$ cat src/rtl/bmp_stream_writer.sv
// Serialises hsync-qualified RGB pixel pairs into a 24-bit BMP byte stream
// (header, BGR pixels, row padding) on a valid/ready byte interface.
//
// state    | meaning
// ---------+-------------------------------------------------
// S_HEADER | emit the 54 header bytes
// S_PIXELS | emit B0 G0 R0 B1 G1 R1 of the FIFO head entry
// S_PAD    | emit the zero bytes that round a row up to 4
// S_DONE   | file complete, output idle until reset
module bmp_stream_writer #(
    parameter int WIDTH      = 768,
    parameter int HEIGHT     = 512,
    parameter int FIFO_DEPTH = 16
) (
    input  logic       HCLK,
    input  logic       HRESETn,
    input  logic       hsync,
    input  logic [7:0] DATA_WRITE_R0,
    input  logic [7:0] DATA_WRITE_G0,
    input  logic [7:0] DATA_WRITE_B0,
    input  logic [7:0] DATA_WRITE_R1,
    input  logic [7:0] DATA_WRITE_G1,
    input  logic [7:0] DATA_WRITE_B1,
    output logic [7:0] byte_out,
    output logic       byte_valid,
    input  logic       byte_ready,
    output logic       overflow,
    output logic       Write_Done
);

    localparam int PAD = (4 - ((3 * WIDTH) % 4)) % 4;
    localparam int ROWB = 3 * WIDTH + PAD;
    localparam int AW = $clog2(FIFO_DEPTH);
    localparam int PW = $clog2(WIDTH / 2 + 1);
    localparam int RW = $clog2(HEIGHT + 1);
    localparam logic [31:0] IMG_SIZE  = 32'(HEIGHT * ROWB);
    localparam logic [31:0] FILE_SIZE = 32'd54 + IMG_SIZE;

    typedef enum logic [1:0] {S_HEADER, S_PIXELS, S_PAD, S_DONE} state_t;

    state_t          state_q, state_d;
    logic            run_q;
    logic [5:0]      hdr_q, hdr_d;
    logic [2:0]      byte_q, byte_d;
    logic [PW-1:0]   pair_q, pair_d;
    logic [RW-1:0]   row_q, row_d;
    logic [1:0]      pad_q, pad_d;
    logic            row_end;

    logic [47:0]     mem [FIFO_DEPTH];
    logic [AW-1:0]   wr_q, rd_q;
    logic [AW:0]     cnt_q;
    logic            ovf_q;
    logic            fifo_empty, fifo_full, push, pop, xfer;
    logic [47:0]     head;

    logic [5:0]      hoff;
    logic [31:0]     fld;
    logic [7:0]      hdr_byte;

    // Past the 'BM' magic every field is 4-byte aligned at offset 2, so the
    // two 16-bit fields (planes, bpp) are handled as one 32-bit word.
    always_comb begin
        hoff = hdr_q - 6'd2;
        case (hoff[5:2])
            4'd0:       fld = FILE_SIZE;
            4'd2:       fld = 32'd54;
            4'd3:       fld = 32'd40;
            4'd4:       fld = 32'(WIDTH);
            4'd5:       fld = 32'(HEIGHT);
            4'd6:       fld = 32'h0018_0001;
            4'd8:       fld = IMG_SIZE;
            4'd9, 4'd10: fld = 32'd2835;
            default:    fld = 32'd0;
        endcase
        if (hdr_q == 6'd0)      hdr_byte = 8'h42;
        else if (hdr_q == 6'd1) hdr_byte = 8'h4D;
        else                    hdr_byte = fld[{hoff[1:0], 3'b000} +: 8];
    end

    always_comb begin
        head       = mem[rd_q];
        fifo_empty = (cnt_q == '0);
        fifo_full  = (cnt_q == (AW+1)'(FIFO_DEPTH));
        byte_valid = 1'b0;
        byte_out   = 8'h00;
        case (state_q)
            S_HEADER: begin
                byte_valid = run_q;
                byte_out   = run_q ? hdr_byte : 8'h00;
            end
            S_PIXELS: begin
                byte_valid = !fifo_empty;
                byte_out   = fifo_empty ? 8'h00 : head[{byte_q, 3'b000} +: 8];
            end
            S_PAD:    byte_valid = 1'b1;
            default:  ;
        endcase
        xfer = byte_valid & byte_ready;
        pop  = (state_q == S_PIXELS) && xfer && (byte_q == 3'd5);
        push = hsync && (state_q != S_DONE) && (!fifo_full || pop);
    end

    always_comb begin
        state_d = state_q;
        hdr_d   = hdr_q;
        byte_d  = byte_q;
        pair_d  = pair_q;
        row_d   = row_q;
        pad_d   = pad_q;
        row_end = 1'b0;
        case (state_q)
            S_HEADER: if (xfer) begin
                if (hdr_q == 6'd53) begin
                    hdr_d   = 6'd0;
                    state_d = S_PIXELS;
                end else begin
                    hdr_d = hdr_q + 6'd1;
                end
            end
            S_PIXELS: if (xfer) begin
                if (byte_q == 3'd5) begin
                    byte_d = 3'd0;
                    if (pair_q == PW'(WIDTH / 2 - 1)) begin
                        pair_d = '0;
                        if (PAD > 0) state_d = S_PAD;
                        else         row_end = 1'b1;
                    end else begin
                        pair_d = pair_q + 1'b1;
                    end
                end else begin
                    byte_d = byte_q + 3'd1;
                end
            end
            S_PAD: if (xfer) begin
                if (pad_q == 2'(PAD - 1)) begin
                    pad_d   = 2'd0;
                    row_end = 1'b1;
                end else begin
                    pad_d = pad_q + 2'd1;
                end
            end
            default: ;
        endcase
        if (row_end) begin
            row_d   = row_q + 1'b1;
            state_d = (row_d == RW'(HEIGHT)) ? S_DONE : S_PIXELS;
        end
    end

    // run_q keeps the stream quiet while reset is held and for the release edge.
    always_ff @(posedge HCLK or negedge HRESETn) begin
        if (!HRESETn) begin
            state_q <= S_HEADER;
            run_q   <= 1'b0;
            hdr_q   <= '0;
            byte_q  <= '0;
            pair_q  <= '0;
            row_q   <= '0;
            pad_q   <= '0;
            wr_q    <= '0;
            rd_q    <= '0;
            cnt_q   <= '0;
            ovf_q   <= 1'b0;
        end else begin
            state_q <= state_d;
            run_q   <= 1'b1;
            hdr_q   <= hdr_d;
            byte_q  <= byte_d;
            pair_q  <= pair_d;
            row_q   <= row_d;
            pad_q   <= pad_d;
            if (push) wr_q <= wr_q + 1'b1;
            if (pop)  rd_q <= rd_q + 1'b1;
            case ({push, pop})
                2'b10:   cnt_q <= cnt_q + 1'b1;
                2'b01:   cnt_q <= cnt_q - 1'b1;
                default: ;
            endcase
            if (hsync && (state_q != S_DONE) && fifo_full && !pop) ovf_q <= 1'b1;
        end
    end

    always_ff @(posedge HCLK) begin
        if (push) mem[wr_q] <= {DATA_WRITE_R1, DATA_WRITE_G1, DATA_WRITE_B1,
                                DATA_WRITE_R0, DATA_WRITE_G0, DATA_WRITE_B0};
    end

    assign overflow   = ovf_q;
    assign Write_Done = (state_q == S_DONE);

endmodule

$ cat config.mk
export PLATFORM = sky130hd
export DESIGN_NAME = bmp_stream_writer
export DESIGN_NICKNAME = d
export VERILOG_FILES = /design/src/rtl/bmp_stream_writer.sv
export SDC_FILE = /design/constraint.sdc
export NUM_CORES = 1
export LEC_CHECK = 0
export BUFFER_PORTS_ARGS = -buffer_cell sky130_fd_sc_hd__buf_2
export CAP_MARGIN = 5
export CORE_UTILIZATION = 41
export DETAILED_ROUTE_END_ITERATION = 10
export PLACE_DENSITY = 0.59
export SYNTH_ARGS = -nofsm -noshare
export SYNTH_HDL_FRONTEND = slang
export SYNTH_SLANG_ARGS = --single-unit
$ cat constraint.sdc
create_clock -name HCLK -period 7.5 [get_ports HCLK]
set_input_delay 0.75 -clock HCLK [delete_from_list [all_inputs] [get_ports HCLK]]
set_output_delay 0.75 -clock HCLK [all_outputs]
set_load 0.005 [all_outputs]
# Yosys cells after proc, flatten, opt, wreduce, memory -nomap -nowiden
# Memories as Yosys holds them, arrays and structs flattened.
# Index checks and enable logic that the tools add are counted.
# totals
register_bits,47
ramBits,768
romBits,192
inputBits,52
output_inout_bits,11
memories,2
# memory_table
memory,depth,word_bits,read_ports,rd_ports_with_merged_regs,write_ports,line,text
mem,16,48,1,0,1,50,logic [47:0] mem [FIFO_DEPTH];
(name not given),16,12,1,0,0,65,case (hoff[5:2])
# classes
n_addsub,10
eq_ne,13
shift,2
muxes,24
bitwise_logic,1
n_reduce_logical,22
# ops
operator,n
$shiftx 48x7->8,1
$mux 8,4
$shiftx 32x6->8,1
$pmux 8 s2,1
$mux 2,6
$add 10x1->10 const B,1
$eq 10x10->1 const B,1
$pmux 5 s2,1
$add 9x1->9 const B,1
$eq 9x9->1 const B,1
$mux 9,1
$add 4x1->4 const B,2
$eq 2x2->1 const B,4
$reduce_bool 2->1,4
$mux 1,7
$add 6x1->6 const B,1
$eq 6x1->1 const B,1
$eq 6x6->1 const B,1
$logic_and 1x1->1,6
$logic_not 6->1,1
$mux 6,1
$reduce_and 2->1,3
$reduce_and 3->1,2
$sub 6x2->6 const B,1
other kinds (16),19

# Longest topological paths before layout
# Gate-level depths: netlist of the first run.
# logic_depth
depth_word,10
ltp_mapped,11
mapped_depth_nobuf,11

# Least setup slack after synthesis of the first run
# No wires, ideal clock.
# synth_path
path_kind,in2reg
start,input port byte_ready
end,"memory mem[0][0], enable pin"
t_arrival_ns,5.764
required_ns,6.927
setup_slack_ns,1.163
path_stages,4
path_buffers,0
cell_sequence,nand3b_1 nor2_1 o21ai_0 nor4_1
# synth_via
elab_chain_cells,7
# synth_rtl
element,line,text
from (decl),26,"input logic byte_ready,"
$and 1x1->1,99,xfer = byte_valid & byte_ready;
$logic_and 1x1->1 (2 in series),100,pop = (state_q == S_PIXELS) && xfer && (byte_q == 3'd5);
$logic_or 1x1->1,101,push = hsync && (state_q != S_DONE) && (!fifo_full || pop);
$logic_and 1x1->1,101,
$mux 1,185,"if (push) mem[wr_q] <= {DATA_WRITE_R1, DATA_WRITE_G1, DATA_WRITE_B1,"
$mux 1 (implied by the code),185,
to (decl),50,
# No other way between the ends.

# Worst setup path in the final report of the first run
# layout_path
start,register rd_q[0]
end,output port byte_out[0]
# layout_via
elab_chain_cells,4
# layout_rtl
element,line,text
from (decl),51,"logic [AW-1:0] wr_q, rd_q;"
from (signal assigned),174,if (pop) rd_q <= rd_q + 1'b1;
$mem_v2 16x48,--,
$shiftx 48x7->8,94,"byte_out = fifo_empty ? 8'h00 : head[{byte_q, 3'b000} +: 8];"
$mux 8,94,
$pmux 8 s2,87,case (state_q)
to (decl),24,"output logic [7:0] byte_out,"
# No other way between the ends.

==> run summary, run 1 <==
Final ANT Viol Nets: 0
Total Routed Length: 82.15 mm
Routed WL per cell: 27.93 µm
CTS Buf Count: 85
Post-CTS Setup Bufs: 0
Worst Setup End Kind: output port
max-slew violations: 0
Leak Pwr: 11.94 nW
layout overhead on the synthesized area: 12.80%
CP top delay family: compound AO/OA/AOI/OAI gates
first-pass GRT wire length: 119.6 mm
CP max stage cell: dfrtp_4
Die Span Y: 284.6 µm
largest stage delay on the critical path: 0.97 ns
peak supply drop: 199.8 µV
Sequential cell area: 24250 µm²
htree depth: 3
# rows: 103
Worst-Margin Slew: 1.109 ns
Flop pwr share: 44.8%
Initial Util: 41.46%
Final Critical Period: 5.111 ns
Critical Path RT: 6.75 ns
fraction of layout cells with a size suffix above 1: 20.79%
register area share after synthesis: 74.00%
# fillers: 6632
RD Place Congestion: 0.8510
area share of the largest cell type after synthesis: 70.41%
overall power: 12.83 mW
Synth Instances: 1730
Setup TNS Final: 0 ns
initial antenna violation count: 11
async set-or-reset flop fraction in the synthesized netlist: 5.767%
Netlist Area Pre-Place: 32750 µm²
ordered cell list for the critical path: buf_12, mux4_2, nand3_1, a21oi_1, a221o_1, o31ai_1, o2111ai_1, buf_2
vias in the first global route: 17230
GRT overflow: 0
post-synth cell types: 69
pin count of the biggest net entering global routing: 127
unrepaired setup endpoints after global routing: false
via count: 17020
Multi-input gate area: 8049 µm²
CTS tree: done
post-cts repair resize count: 0
largest cells by area after synthesis: edfxtp_1, mux4_2, mux2i_1
Max FO, Critical Path: 62
commonest non-fill, non-tap cells in the layout: edfxtp_1, mux4_2, mux2i_1, clkbuf_16, nand2_1
Final Cycle Share: 68.15%
# DRC: 0
Area after DPL: 34310 µm²
Max-Cap Viols: 0
Crit Path Class: flip-flop to output port
Clock Pin Slew Worst Setup and Hold Paths: 0.06 ns
Net Sw Power: 3.875 mW
hpwl dp: 45.70 mm
crit path launch: rd_q[0]$_DFFE_PN0P_
synth warn: 0
IO buf count: 62
Root Driver: clkbuf_16
Clk network pwr share: 31.3%
Comb pwr share: 23.8%
Clock Path Buffers: 3
I/O pin count: 63
clock skew: 0.04319 ns
Critical Path Start Type: flip-flop
fmax: 195.6 MHz
Clock Sink Count: 815
Nets: 1899
drt first pass iters: 5
core region area: 79000 µm²
cell area power density: 347.1 nW/µm²
die area: 81020 µm²
worst reg2reg startpoint: byte_q[0]$_DFFE_PN0N_
endpoints failing hold: 0
syn nets: 1806
outcome: complete, no violations
vias per std cell: 5.786
Yosys reg bits: 815
top_reg_cell synth: edfxtp_1
internal power: 8.951 mW
fin area: 36950 µm²
clk_lat worst skew: 0.64 ns
Worst slew margin: 26.07%
Buf/Inv on CP: 2
WP data arrival: 4.36 ns
Iter 0 DRT Violations: 1541
count of final setup violators: 0
Avg Synthesized Cell Area: 18.93 µm²
most common cell after layout, fill and taps aside: edfxtp_1
Die X: 284.6 µm
Post-synth EDFFs: 768
post-synth top area cell: edfxtp_1
hold-fix buffers at CTS: 0
gr usage total: 20.45%
switching share of power: 30.21%
min-delay worst type: input pin to async pin
[power groups by stage]
stage	sequential [mW]	clock [mW]	combinational, mW
2_1_floorplan	5.66	0	2.11
3_3_place_gp	5.83	0	3.07
3_5_place_dp	5.85	0	3.08
4_1_cts	5.76	4.08	3.08
5_1_grt	5.80	4.25	3.25
6_report	5.75	4.02	3.06
[registers in the layout, summed over array words and instances (netlist names)]
name      count
mem         768
row_q        10
pair_q        9
hdr_q         6
cnt_q         5
rd_q          4
wr_q          4
byte_q        3
pad_q         2
state_q       2
overflow      1
run_q         1
[routing by layer]
metal  wire length [µm]  part of all wire, %  GRT usage, %
met5                 69                0.084             0
met3               6040                  7.4         4.960
met4               2069                  2.5         5.376
met2              38580                   47         31.99
met1              35400                   43         28.67
[worst paths after layout]
| path | endpoint | slack [ns] | depth (start not counted) |
|---|---|---|---|
| max | byte_out[0] | 2.39 | 8 |
| max reg2reg | mem[13][19]$_DFFE_PP_ | 3.42 | 8 |
| max in group asynchronous | rd_q[2]$_DFFE_PN0P_ | 6.74 | 2 |
| min in group HCLK | mem[14][46]$_DFFE_PP_ | 0.49 | 1 |
| min | row_q[0]$_DFFE_PN0P_ | 0.24 | 2 |
| min reg2reg | row_q[9]$_DFFE_PN0P_ | 0.49 | 1 |
[cells in the mapped netlist (5+ instances only)]
| cell type | number |
|---|---|
| edfxtp_1 | 768 |
| mux4_2 | 138 |
| mux2i_1 | 133 |
| nand2_1 | 65 |
| a22oi_1 | 58 |
| nand3_1 | 57 |
| dfrtp_1 | 47 |
| nor2_1 | 37 |
| o21ai_0 | 30 |
| buf_2 | 29 |
| clkbuf_1 | 28 |
| buf_4 | 27 |
| ha_1 | 24 |
| nor2b_1 | 21 |
| inv_1 | 20 |
| xnor2_1 | 20 |
| a21oi_1 | 19 |
| nand4_1 | 19 |
| and3_1 | 13 |
| nor3_1 | 13 |
| a31oi_1 | 12 |
| a211oi_1 | 11 |
| xor2_1 | 11 |
| mux2_2 | 10 |
| nand2b_1 | 9 |
| nor4_1 | 9 |
| nor3b_1 | 8 |
| and2_1 | 7 |
| a2111oi_0 | 6 |
| a221oi_1 | 6 |
| nand3b_1 | 6 |
| o2111ai_1 | 5 |
| o211ai_1 | 5 |
| o31ai_1 | 5 |
| or3_1 | 5 |
[final cells by class]
cell class	instances	area share, %
clock inverter	40	1.050
antenna	1	0.006773
inverter	20	0.2032
multi-input combinational	806	21.79
clock buffer	114	6.079
timing repair buffer	95	1.680
sequential	815	65.64
tap	1050	3.556
[metrics by stage]
stage                     utilization, %  worst slack (ns)  std cells  hold slack (ns)
after floorplan                        -             1.163       1730           0.4544
after global placement             43.43             3.050       2786           0.4715
after detailed placement           43.43             3.087       2786           0.4806
after CTS                          46.76             2.407       2940           0.2412
after global routing               46.76             2.229       2940           0.2833
final                              46.77             2.389       2941           0.2433
[cells by family after synthesis]
logic type / Yosys count / share of synthesized area, %
AO/OA/AOI/OAI: 188 / 4.107
XOR/XNOR: 31 / 0.8290
adder cells (fa/ha/maj): 24 / 0.9168
buffers and inverters: 109 / 1.719
flip-flops: 815 / 74.00
multiplexers: 281 / 13.90
other: 1 / 0.01145
AND/OR/NAND/NOR: 281 / 4.515
Power figures use the tool's default switching activity.
==> run 2: changes to the inputs <==
--- a/config.mk
+++ b/config.mk
@@ -9,7 +9,7 @@
 export CAP_MARGIN = 5
 export CORE_UTILIZATION = 41
 export DETAILED_ROUTE_END_ITERATION = 10
-export PLACE_DENSITY = 0.59
+export PLACE_DENSITY = 0.61
 export SYNTH_ARGS = -nofsm -noshare
 export SYNTH_HDL_FRONTEND = slang
 export SYNTH_SLANG_ARGS = --single-unit
==> constraint.sdc (replaced) <==
create_clock -name HCLK -period 4.3 [get_ports HCLK]
set_input_delay 0.43 -clock HCLK [delete_from_list [all_inputs] [get_ports HCLK]]
set_output_delay 0.43 -clock HCLK [all_outputs]
set_load 0.005 [all_outputs]
==> run 2 against run 1 <==
Net effect:
- largest cell class unchanged
- wire length grew 0.17%
- first-iteration DRC count grew 22%
- cell count grew 1.9%
- critical endpoint is now byte_out[1]
- largest power group unchanged
- sequential cell count is the same
==> run summary, run 2 (synthesized netlist as in run 1, its figures left out) <==
Max-Cap Viols: 0
outcome: complete, no violations
Final Critical Period: 4.174 ns
Worst-Margin Slew: 1.033 ns
peak supply drop: 340.9 µV
Iter 0 DRT Violations: 1875
cell area power density: 610.1 nW/µm²
first-pass GRT wire length: 119.4 mm
hold wc startpoint: DATA_WRITE_G0[5]
Final Non-Filler Cells: 2997
Initial Util: 41.46%
max-slew violations: 0
htree depth: 3
r2r setup slk: 0.89 ns
Worst Setup End Kind: output port
Crit Path Class: flip-flop to output port
max reg flops: 768
Worst slew margin: 30.89%
min-delay worst type: input pin to flip-flop
layout overhead on the synthesized area: 15.57%
worst reg2reg startpoint: byte_q[0]$_DFFE_PN0N_
# rows: 103
fraction of layout cells with a size suffix above 1: 23.64%
gr usage total: 20.30%
Buf/Inv on CP: 2
vias in the first global route: 17330
endpoints failing hold: 0
Reg with most FFs: mem
Critical Path Start Type: flip-flop
Final ANT Viol Nets: 0
Routed WL per cell: 27.46 µm
pin count of the biggest net entering global routing: 65
GRT overflow: 0
clock skew: 0.02606 ns
Final Cycle Share: 97.07%
Die X: 284.6 µm
core region area: 79000 µm²
CP max stage cell: nor4_1
Hold Path Stages: 1
hpwl dp: 46.79 mm
Max FO, Critical Path: 17
Leak Pwr: 12.39 nW
WP data arrival: 3.74 ns
# DRC: 0
Clock Pin Slew Worst Setup and Hold Paths: 0.06 ns
Root Driver: clkbuf_16
Largest regs: mem x768, row_q x10, pair_q x9
count of final setup violators: 0
Clock Sink Count: 815
commonest non-fill, non-tap cells in the layout: edfxtp_1, mux4_2, mux2i_1, clkbuf_16, nand2_1
Critical Path RT: 3.87 ns
RD Place Congestion: 0.8201
ordered cell list for the critical path: buf_12, nor2_1, a22oi_1, nand2_1, o21ai_0, nor4_1, o221ai_1, buf_2
reg2reg end: mem[9][43]$_DFFE_PP_
IO buf count: 62
unrepaired setup endpoints after global routing: false
clk_lat worst skew: 0.65 ns
CTS tree: done
largest stage delay on the critical path: 0.71 ns
initial antenna violation count: 10
I/O pin count: 63
dpl cells: 2836
CTS Buf Count: 85
Hold EP: mem[10][13]$_DFFE_PP_
Die Span Y: 284.6 µm
CP top delay family: simple AND/OR/NAND/NOR gates
fmax: 239.6 MHz
Nets: 1951
# fillers: 6506
vias per std cell: 5.776
most common cell after layout, fill and taps aside: edfxtp_1
via count: 17310
Total Routed Length: 82.29 mm
drt first pass iters: 6
Clock Path Buffers: 3
overall power: 23.10 mW
Worst Reg2Reg Path Length in Cells: 8
die area: 81020 µm²
-- run 2: worst reg2reg max path, stage by stage, from the launching register on --
cell,delay (ns)
dfrtp_1,0.63
buf_4,0.29
nand3b_1,0.38
nor2_1,0.26
o21ai_0,0.11
buf_4,0.20
nor2_1,0.23
and3_4,0.61
buf_12,0.37
-- run 2: what timing repair did --
action	CTS	global route
setup endpoints to repair	2	4
hold endpoints to repair	47	0
hold buffers	1	0
gates resized for setup	0	3
buffers inserted	1	0
-- run 2: per-layer routing --
| layer | track usage (%) | share of wire [%] | vias to the layer above |
|---|---|---|---|
| met3 | 3.884 | 7.7 | 130 |
| met4 | 5.766 | 2.5 | 6 |
| li1 | - | - | 7379 |
| met5 | 0 | 0.055 | - |
| met2 | 31.84 | 47 | 696 |
| met1 | 28.92 | 43 | 9099 |
-- run 2: stage by stage --
step	setup TNS, ns	utilization [%]	worst slack [ns]	hold WS, ns	instance area [µm²]
6_report	0	47.92	0.1262	0.1615	37850
3_5_place_dp	0	44.22	0.6366	0.4738	34940
5_1_grt	0	47.91	0.02338	0.1571	37850
3_3_place_gp	0	44.22	0.6339	0.4652	34940
2_1_floorplan	-20.32	-	-0.1058	0.1344	32780
4_1_cts	0	47.90	0.1048	0.1254	37840
-- run 2: cell type report --
cell class                 count  area [µm²]  area share, %
antenna                        1       2.502       0.006611
clock inverter                56       580.6          1.534
tap                         1050        1314          3.471
clock buffer                 102        2295          6.062
timing repair buffer         147        1255          3.315
sequential                   815       24250          64.06
inverter                      20       75.07         0.1983
multi-input combinational    806        8082          21.35
-- run 2: worst max-delay path by stage --
stage          cells past startpoint                   to              startpoint  slack (ns)
2_1_floorplan                      5  mem[0][0]$_DFFE_PP_  state_q[0]$_DFFE_PN0P_       -0.11
3_3_place_gp                       9          byte_out[7]     rd_q[0]$_DFFE_PN0P_        0.63
3_5_place_dp                       8          byte_out[5]     rd_q[0]$_DFFE_PN0P_        0.64
4_1_cts                            9          byte_out[7]     rd_q[0]$_DFFE_PN0P_        0.10
5_1_grt                            8          byte_out[1]     rd_q[0]$_DFFE_PN0P_        0.02
6_report                           8          byte_out[1]     rd_q[0]$_DFFE_PN0P_        0.13
-- run 2: power by group --
part	switching, mW	total [mW]	internal [mW]
registers	0.438	9.95	9.51
clock network	3.08	7.46	4.38
logic	3.34	5.69	2.36
total	6.86	23.1	16.2
==> run 3: changes to the inputs <==
--- a/config.mk
+++ b/config.mk
@@ -9,7 +9,7 @@
 export CAP_MARGIN = 5
 export CORE_UTILIZATION = 41
 export DETAILED_ROUTE_END_ITERATION = 10
-export PLACE_DENSITY = 0.61
+export PLACE_DENSITY = 0.59
 export SYNTH_ARGS = -nofsm -noshare
 export SYNTH_HDL_FRONTEND = slang
 export SYNTH_SLANG_ARGS = --single-unit
==> constraint.sdc (replaced) <==
create_clock -name HCLK -period 5.2 [get_ports HCLK]
set_input_delay 0.52 -clock HCLK [delete_from_list [all_inputs] [get_ports HCLK]]
set_output_delay 0.52 -clock HCLK [all_outputs]
set_load 0.005 [all_outputs]
==> run 3 against run 2 <==
Net effect:
- via count shrank 0.76%
- highest routed layer unchanged
- largest power group unchanged
- wire length increased by 1.3%
- die area is the same
- sequential cell count unchanged
- critical path depth unchanged
- critical endpoint is now byte_out[2]
==> run summary, run 3 (synthesized netlist as in run 1, its figures left out) <==
outcome: complete, no violations
Buf/Inv on CP: 3
Total Routed Length: 83.38 mm
CP most frequent cell: buf_12
# fillers: 6592
Root Driver: clkbuf_16
WP data arrival: 4.22 ns
max-slew violations: 0
CTS tree: done
# rows: 103
htree depth: 3
Reg with most FFs: mem
Worst slew margin: 23.16%
via count: 17180
Critical Path RT: 4.68 ns
CTS Buf Count: 82
CP max stage cell: dfrtp_4
CP top delay family: flip-flops
# DRC: 0
Clock Pin Slew Worst Setup and Hold Paths: 0.06 ns
first-pass GRT wire length: 120.9 mm
min-delay worst type: input pin to async pin
die area: 81020 µm²
core region area: 79000 µm²
clock skew: 0.02277 ns
Nets: 1920
Iter 0 DRT Violations: 1544
Final Cycle Share: 91.16%
pin count of the biggest net entering global routing: 116
fmax: 210.9 MHz
Critical Path Start Type: flip-flop
peak supply drop: 235.7 µV
layout overhead on the synthesized area: 13.55%
Clock Path Buffers: 3
count of final setup violators: 0
drt first pass iters: 5
vias per std cell: 5.807
largest stage delay on the critical path: 0.89 ns
Post-CTS Setup Bufs: 0
gr usage total: 20.63%
Die X: 284.6 µm
post-cts repair resize count: 0
ordered cell list for the critical path: buf_12, buf_12, mux4_2, a22oi_1, nand2_1, a221oi_1, nand3_1, buf_2
GRT busiest layer: met2
I/O pin count: 63
Crit Path Class: flip-flop to output port
Leak Pwr: 12.08 nW
worst hold slack: 0.1212 ns
Max FO, Critical Path: 34
Final Critical Period: 4.741 ns
RD Place Congestion: 0.7984
unrepaired setup endpoints after global routing: false
Initial Util: 41.46%
cell area power density: 503.4 nW/µm²
endpoints failing hold: 0
Clock Sink Count: 815
Worst-Margin Slew: 1.153 ns
GRT overflow: 0
M1 GR Usage: 28.97%
max reg flops: 768
vias in the first global route: 17380
IO buf count: 62
hold-fix buffers at CTS: 0
Die Span Y: 284.6 µm
fraction of layout cells with a size suffix above 1: 21.71%
most common cell after layout, fill and taps aside: edfxtp_1
Worst Setup End Kind: output port
commonest non-fill, non-tap cells in the layout: edfxtp_1, mux4_2, mux2i_1, clkbuf_16, nand2_1
Final ANT Viol Nets: 0
initial antenna violation count: 11
Largest regs: mem x768, row_q x10, pair_q x9
Core Util, Final: 47.08%
met3 Track Usage GR: 4.358%
clk_lat worst skew: 0.63 ns
Routed WL per cell: 28.19 µm
Max-Cap Viols: 0
routing usage on met2: 32.83%
hpwl dp: 47.14 mm
run 3: per-layer routing:
layer	vias to the layer above	share of wire, %	wire (µm)
met2	608	48	40000
met4	14	2.0	1683
li1	7299	-	-
met1	9135	43	35800
met3	122	7.0	5808
met5	-	0.11	89
run 3: worst paths after layout:
kind | start | to | slack [ns] | depth (start not counted)
min reg2reg | overflow$_DFFE_PN0P_ | overflow$_DFFE_PN0P_ | 0.48 | 1
max in group asynchronous | HRESETn | rd_q[2]$_DFFE_PN0P_ | 4.25 | 1
max reg2reg | cnt_q[0]$_DFFE_PN0P_ | mem[9][10]$_DFFE_PP_ | 1.98 | 6
max | rd_q[0]$_DFFE_PN0P_ | byte_out[2] | 0.46 | 8
min in group HCLK | DATA_WRITE_R1[2] | mem[12][42]$_DFFE_PP_ | 0.27 | 1
min | HRESETn | row_q[0]$_DFFE_PN0P_ | 0.12 | 1
run 3: layout make-up:
| cell class | count | area (µm²) | area share (%) |
|---|---|---|---|
| inverter | 20 | 75.07 | 0.2019 |
| multi-input combinational | 806 | 8044 | 21.63 |
| clock buffer | 99 | 2158 | 5.803 |
| tap | 1050 | 1314 | 3.532 |
| antenna | 1 | 2.502 | 0.006729 |
| sequential | 815 | 24250 | 65.21 |
| timing repair buffer | 119 | 788.3 | 2.119 |
| clock inverter | 48 | 558.0 | 1.500 |
run 3: report_power, final:
part / leakage (nW) / internal [mW] / switching [mW] / total (mW)
sequential: 7.55 / 7.87 / 0.406 / 8.27
combinational: 3.23 / 1.79 / 2.66 / 4.45
clock: 1.30 / 3.52 / 2.48 / 6.00
total: 12.1 / 13.2 / 5.55 / 18.7
run 3: through the flow:
step	instances	area, µm²	setup WS [ns]	power (mW)	setup TNS (ns)
detailed placement	2810	34470	1.122	12.90	0
CTS	2957	37190	0.4292	18.88	0
global route	2958	37190	0.2872	19.39	0
floorplan	1730	32750	-1.126	11.20	-216.19
finish	2958	37190	0.4594	18.72	0
global placement	2810	34470	1.074	12.85	0
